===== config.mk =====
export PLATFORM = sky130hd
export DESIGN_NAME = regfile_param
export DESIGN_NICKNAME = d
export VERILOG_FILES = /design/src/rtl/regfile_param_onehot_decoder.sv /design/src/rtl/regfile_param.sv
export SDC_FILE = /design/constraint.sdc
export NUM_CORES = 2
export LEC_CHECK = 0
export CAP_MARGIN = 20
export CORE_ASPECT_RATIO = 1.75
export CORE_MARGIN = 2
export CORE_UTILIZATION = 42
export CTS_CLUSTER_DIAMETER = 200
export DETAILED_ROUTE_END_ITERATION = 7
export RECOVER_POWER = 50
export SLEW_MARGIN = 20
export SYNTH_ARGS = -nofsm -noshare
export SYNTH_HDL_FRONTEND = slang
export SYNTH_SLANG_ARGS = --single-unit

===== constraint.sdc =====
create_clock -name clock -period 4.67 [get_ports clock]
set_input_delay 0.467 -clock clock [delete_from_list [all_inputs] [get_ports clock]]
set_output_delay 0.467 -clock clock [all_outputs]
set_load 0.02 [all_outputs]

===== src/rtl/regfile_param_onehot_decoder.sv =====
// Enabled ADDR_W-to-2**ADDR_W one-hot decoder.
// It produces the per-register load strobes for the register file.
module onehot_decoder #(
   parameter int ADDR_W = 5
) (
   input  logic [ADDR_W-1:0]      in,
   input  logic                   en,
   output logic [(2**ADDR_W)-1:0] out
);

   localparam int NOUT = 2 ** ADDR_W;

   always_comb begin
      out = '0;
      for (int i = 0; i < NOUT; i++) begin
         out[i] = en & (in == ADDR_W'(i));
      end
   end

endmodule


===== src/rtl/regfile_param.sv =====
// General-purpose register file: NREGS x WIDTH, one synchronous write port and two combinational read ports.
// Register 0 reads as zero. An optional bypass forwards same-cycle write data to the read ports.
module regfile_param #(
   parameter int ADDR_W = 5,
   parameter int WIDTH  = 32,
   parameter int BYPASS = 1
) (
   input  logic              clock,
   input  logic              ctrl_reset_n,
   input  logic              ctrl_writeEnable,
   input  logic [ADDR_W-1:0] ctrl_writeReg,
   input  logic [WIDTH-1:0]  data_writeReg,
   input  logic [ADDR_W-1:0] ctrl_readRegA,
   input  logic [ADDR_W-1:0] ctrl_readRegB,
   output logic [WIDTH-1:0]  data_readRegA,
   output logic [WIDTH-1:0]  data_readRegB
);

   localparam int                NREGS     = 2 ** ADDR_W;
   localparam int                REG_ZERO  = 0;
   localparam logic [WIDTH-1:0]  RESET_VAL = '0;

   logic [NREGS-1:0] load_en;
   logic [WIDTH-1:0] rd_bank [NREGS];
   logic [WIDTH-1:0] stored_a;
   logic [WIDTH-1:0] stored_b;
   logic             wr_live;
   logic             hit_a;
   logic             hit_b;

   onehot_decoder #(
      .ADDR_W (ADDR_W)
   ) u_decoder (
      .in  (ctrl_writeReg),
      .en  (ctrl_writeEnable),
      .out (load_en)
   );

   // Register 0 has no storage; its bank slot is tied to the reset value.
   assign rd_bank[REG_ZERO] = RESET_VAL;

   for (genvar r = 1; r < NREGS; r++) begin : g_reg
      logic [WIDTH-1:0] q;

      always_ff @(posedge clock or negedge ctrl_reset_n) begin
         if (!ctrl_reset_n) begin
            q <= RESET_VAL;
         end else if (load_en[r]) begin
            q <= data_writeReg;
         end
      end

      assign rd_bank[r] = q;
   end

   assign stored_a = rd_bank[ctrl_readRegA];
   assign stored_b = rd_bank[ctrl_readRegB];

   // A write is live only when enabled and not aimed at register 0.
   // The bypass path ignores reset, so a live write is forwarded even while the array is held clear.
   assign wr_live = ctrl_writeEnable & ~load_en[REG_ZERO];
   assign hit_a   = (BYPASS != 0) && wr_live && (ctrl_readRegA == ctrl_writeReg);
   assign hit_b   = (BYPASS != 0) && wr_live && (ctrl_readRegB == ctrl_writeReg);

   assign data_readRegA = hit_a ? data_writeReg : stored_a;
   assign data_readRegB = hit_b ? data_writeReg : stored_b;

endmodule

Yosys cells after proc, flatten, opt, wreduce, memory -nomap -nowiden
Index checks and enable logic that the tools add are counted.
- output and inout bits: 64
- bits of input ports: 50
- logic and storage cells: 113
- bits in latches: 0
- memories: 0
- RAM bits: 0
- register bits after elaboration: 992
- bits in read-only memories: 0
- div/mod/pow operators: 0
- bitwise operators: 36
- magnitude comparators: 2
- multipliers: 0
- equal/unequal tests: 33
- shift operators: 0
- muxes and demuxes: 8
- add/sub/neg operators: 0
- reductions and logical operators: 3
- operator list (cell ; count):
    $bmux W32 S5 ; 2
    $mux W32 ; 6
    $eq A5 B5 Y1 const B ; 16
    $eq A5 B4 Y1 const B ; 8
    $and A1 B1 Y1 ; 33
    $eq A5 B3 Y1 const B ; 4
    $ge A6 B6 Y1 const B ; 2
    $not A5 Y6 ; 2
    $eq A5 B2 Y1 const B ; 2
    $eq A5 B5 Y1 ; 2
    $eq A5 B1 Y1 const B ; 1
    $logic_not A5 Y1 ; 1
    $logic_and A1 B1 Y1 ; 2
    $not A1 Y1 ; 1

Logic depth before layout (Yosys ltp)
- depth after elaboration: 6
- mapped depth: 9
- depth with buffers taken out: 5

By module
From an unflattened synthesis, not the netlist that was laid out.
- cells, all modules: 3822
- area, all modules: 53810.4 um^2
- modules (own cells, without submodules) (module ; sequential area each (um^2) ; cells an instance ; area each (um^2) ; instances):
    regfile_param ; 24823.8 ; 3775 ; 53580.1 ; 1
    onehot_decoder ; 0.0 ; 47 ; 230.2 ; 1

Least setup slack after synthesis
OpenSTA, ideal clock, no wires.
- kind: input -> output
- start point: input port ctrl_readRegA[3]
- end point: output port data_readRegA[14]
- data required time: 4203 ps
- path buffers: 4
- path slack: 1879 ps
- data arrival time: 2324 ps
- cell stages on the path: 7
- path through: clkbuf_1 -> buf_2 -> clkbuf_1 -> clkbuf_1 -> o2111ai_1 -> o211a_1 -> o31ai_1
- longest elaborated chain between the ends: 5
- elaborated cells between the ends (all ways): 7
- classes of those cells: eq/ne (1); mux (4); bitwise (1); reduce/logical (1)
- RTL lines (element ; line ; RTL):
    from (decl) ; regfile_param.sv:13 ; input logic [ADDR_W-1:0] ctrl_readRegA,
    $not A5 Y6 (not written as such) ; regfile_param.sv:56 ; assign stored_a = rd_bank[ctrl_readRegA];
    $bmux W32 S5 ; regfile_param.sv:56 ;
    $mux W32 (not written as such) (2 in a row) ; regfile_param.sv:56 ;
    $mux W32 (*) ; regfile_param.sv:65 ; assign data_readRegA = hit_a ? data_writeReg : stored_a;
    to (decl) ; regfile_param.sv:15 ; output logic [WIDTH-1:0] data_readRegA,
Every way passes the cells marked *; elsewhere a longest branch is shown, timed or not. The select of a mux whose other input is x is not followed.

Final worst setup path
- start point: input port ctrl_writeReg[0]
- end point: output port data_readRegA[24]
- longest elaborated chain between the ends: 6
- elaborated cells between the ends (all ways): 7
- classes of those cells: eq/ne (1); mux (1); bitwise (3); reduce/logical (2)
- RTL lines (element ; line ; RTL):
    from (decl) ; regfile_param.sv:11 ; input logic [ADDR_W-1:0] ctrl_writeReg,
    $logic_not A5 Y1 ; regfile_param_onehot_decoder.sv:16 ; out[i] = en & (in == ADDR_W'(i));
    $and A1 B1 Y1 ; regfile_param_onehot_decoder.sv:16 ;
    $not A1 Y1 ; regfile_param.sv:61 ; assign wr_live = ctrl_writeEnable & ~load_en[REG_ZERO];
    $and A1 B1 Y1 ; regfile_param.sv:61 ;
    $logic_and A1 B1 Y1 (*) ; regfile_param.sv:62 ; assign hit_a = (BYPASS != 0) && wr_live && (ctrl_readRegA == ctrl_writeReg);
    $mux W32 (*) ; regfile_param.sv:65 ;
Every way passes the cells marked *; elsewhere a longest branch is shown, timed or not.

==> summary.md <==
| Metric | Value |
|---|---|
| Top Ports | 114 |
| Final setup TNS | 0 ps |
| Post-synth top flop | dfrtp_1 |
| Layout net count | 3757 |
| Status | finished, violations left |
| Core Region | 127000 um^2 |
| Largest net degree at the start of global routing | 133 |
| Adder-cell share of the synthesized area | 0 |
| CTS clock-pin slew for the worst setup and hold paths | 60 ps |
| Post-Synth XOR/XNOR Area | 0.00162 |
| Yosys cell types | 52 |
| Via count | 35200 |
| Hold Fails Final Rpt | 0 |
| Biggest regs | g.q (992) |
| Yosys Warn Count | 0 |
| Die W | 275 um |
| Max Root-Sink Buffers | 3 |
| WL final | 177 mm |
| Hpwl dp | 109 mm |
| Register bit total from synthesis | 992 |
| P&R area growth vs syn | 12.7% |
| Worst Max-Slew Pin Slew | 2770 ps |
| Overflow left after global routing | 0 |
| Max-slew headroom | -0.847 |
| Critical-path cell list | dlygate4sd3_1, xor2_1, nor3_1, and4_4, buf_12, nor3b_2, nor3_1, buf_4, clkdlybuf4s50_1 |
| Met1 Use GR | 0.350 |
| Initial antenna violation count | 5 |
| Global-route layer with the greatest usage | met2 |
| Post-synth net total | 3777 |
| Delay-heaviest family, CP | buffers and inverters |
| Commonest non-fill, non-tap cell in the layout | mux2_2 |
| Sequential area share after synthesis | 0.460 |
| Max-cap violations | 7 |
| Pleak | 26.1 nW |
| Biggest register | g.q |
| Simple-Gate Fraction of Synth Area | 0.0260 |
| Ys async rst share | 1.00 |
| CTS Sinks | 992 |
| ANT nets after route | 0 |
| RSZ-0062 raised after global routing | no |
| Path type of the worst min-delay path | register to register |
| PD cells | 418 nW/um^2 |
| Die area | 131000 um^2 |
| Synth Cell Area | 53900 um^2 |
| I/O Buffers | 113 |
| WP data arrival | 3970 ps |
| Worst ir drop on vdd | 293 uV |
| Crit. End Element | output port |
| Pre-antenna DRT Iters | 7 |
| CP Launch Type | input port |
| Met3 Use GR | 0.0444 |
| Core Rows | 173 |
| Gr usage total | 0.273 |
| Post-CTS setup buffers | 0 |
| Worst-path maximum fanout | 39 |
| R2r setup slk | 3860 ps |
| Synth Area per Inst | 14.5 um^2 |
| Max reg flops | 992 |
| Complex-gate fraction of the synthesized area | 0.0546 |
| DR vias/cell | 6.46 |
| Vias in the first global route | 36900 |
| Drt drc | 0 |
| Most frequent cells in the layout | mux2_2 (1055), dfrtp_1 (992), mux4_2 (407), mux2i_1 (144), buf_4 (131) |
| Grt met2 use | 0.462 |
| Root buf cell | clkbuf_16 |
| CP most frequent cell | nor3_1 |
| Main combinational cell family by area after synthesis | multiplexers |
| Violations in the final reports | max-capacitance violations, max-slew violations |
| Cell at the slowest stage of the critical path | dlygate4sd3_1 |
| Gate Count Post-Synth | 3727 |
| Clock Latency Late Sink | 710 ps |
| Share of layout cells above drive strength 1 | 0.496 |
| Post-layout util | 0.477 |
| Mux cell area share after synthesis | 0.424 |
| H-tree Lvls | 3 |
| TritonCTS clock tree | done |
| Highest cell delay on the worst timing path | 700 ps |
| First DRT Iteration DRCs | 3108 |
| Placer Congestion | 0.836 |
| Fmax | 225 MHz |
| Final period utilization | 0.950 |
| Fin crit period | 4430 ps |
| Initial Util | 0.424 |
| Final setup skew | 0 ps |
| Number of enable flip-flop cells after synthesis | 0 |
| CTS buffer count | 96 |
| Max-slew violation count | 333 |
| # setup viols final | 0 |
| DR WL/cell | 32.6 um |
| Crit path required time | 4200 ps |
| Die H | 478 um |
| First-pass GRT wire length | 261 mm |
| Worst Path Class, Setup | input port to output port |
| Buffer and inverter count on the worst path | 4 |
## cells in the mapped netlist, types with 44 or more instances
library cell  count  share of area
buf_2           107         0.0099
nand2_1          58         0.0040
mux2i_1         144          0.027
mux2_2         1055           0.22
buf_1            51         0.0036
mux4_2          407           0.17
o21ai_0          44         0.0041
dfrtp_1         992           0.46
a22oi_1          62         0.0086
clkbuf_1        243          0.017
nor2_1           73         0.0051
nor3_1           64         0.0059
## logic make-up after synthesis
family / Yosys count
buffers and inverters: 422
xor gates and xnor gates: 10
DFF: 992
and+or+nand+nor: 264
AOI/OAI and AO/OA: 401
muxes: 1638
## per-layer routing
layer	vias to the layer above	part of all wire
met1	19100	0.39
met5	-	0.00024
li1	14300	-
met2	1274	0.50
met3	400	0.062
met4	6	0.043
## power by group
| part | switching (W) | internal (W) |
|---|---|---|
| clock | 0.00353 | 0.00479 |
| sequential | 0.00120 | 0.0103 |
| combinational | 0.00226 | 0.00331 |
| total | 0.00699 | 0.0184 |
## final timing paths
kind / startpoint / cells past startpoint / to
setup / recovery: ctrl_writeReg[0] / 9 / data_readRegA[24]
hold / removal: g_reg[19].q[8] / 1 / g_reg[19].q[8]
setup reg to reg: g_reg[17].q[4] / 1 / g_reg[17].q[4]
hold reg to reg: g_reg[19].q[8] / 1 / g_reg[19].q[8]
max in group asynchronous: ctrl_reset_n / 3 / g_reg[27].q[10]
min in group asynchronous: ctrl_reset_n / 2 / g_reg[21].q[25]
## stage by stage
stage          cell area [um^2]  instances  setup slack, ps  power [W]  hold slack, ps
2_1_floorplan             53900       3727             1880     0.0154             171
3_3_place_gp              57600       5270             65.0     0.0170             482
3_5_place_dp              57600       5270             48.4     0.0172             498
4_1_cts                   60900       5442             35.2     0.0255             366
5_1_grt                   60700       5443             93.1     0.0265             531
6_report                  60700       5444              235     0.0254             511
## layout make-up
class,instances,area [um^2]
Antenna cell,2,5.00
Fill cell,11200,66500
Tap cell,1662,2080
Inverter,2,7.51
Clock inverter,27,408
Multi-Input combinational cell,2313,27500
Clock buffer,144,2880
Timing Repair Buffer,302,3020
Sequential cell,992,24800
## what timing repair did
item                                    in CTS  in global routing
gates resized for setup                      0                  1
endpoints found under the hold margin       66                  0
hold buffers                                 1                  0
endpoints found under the setup margin       0                  1
No activity file was read; power rests on OpenSTA's default activity.
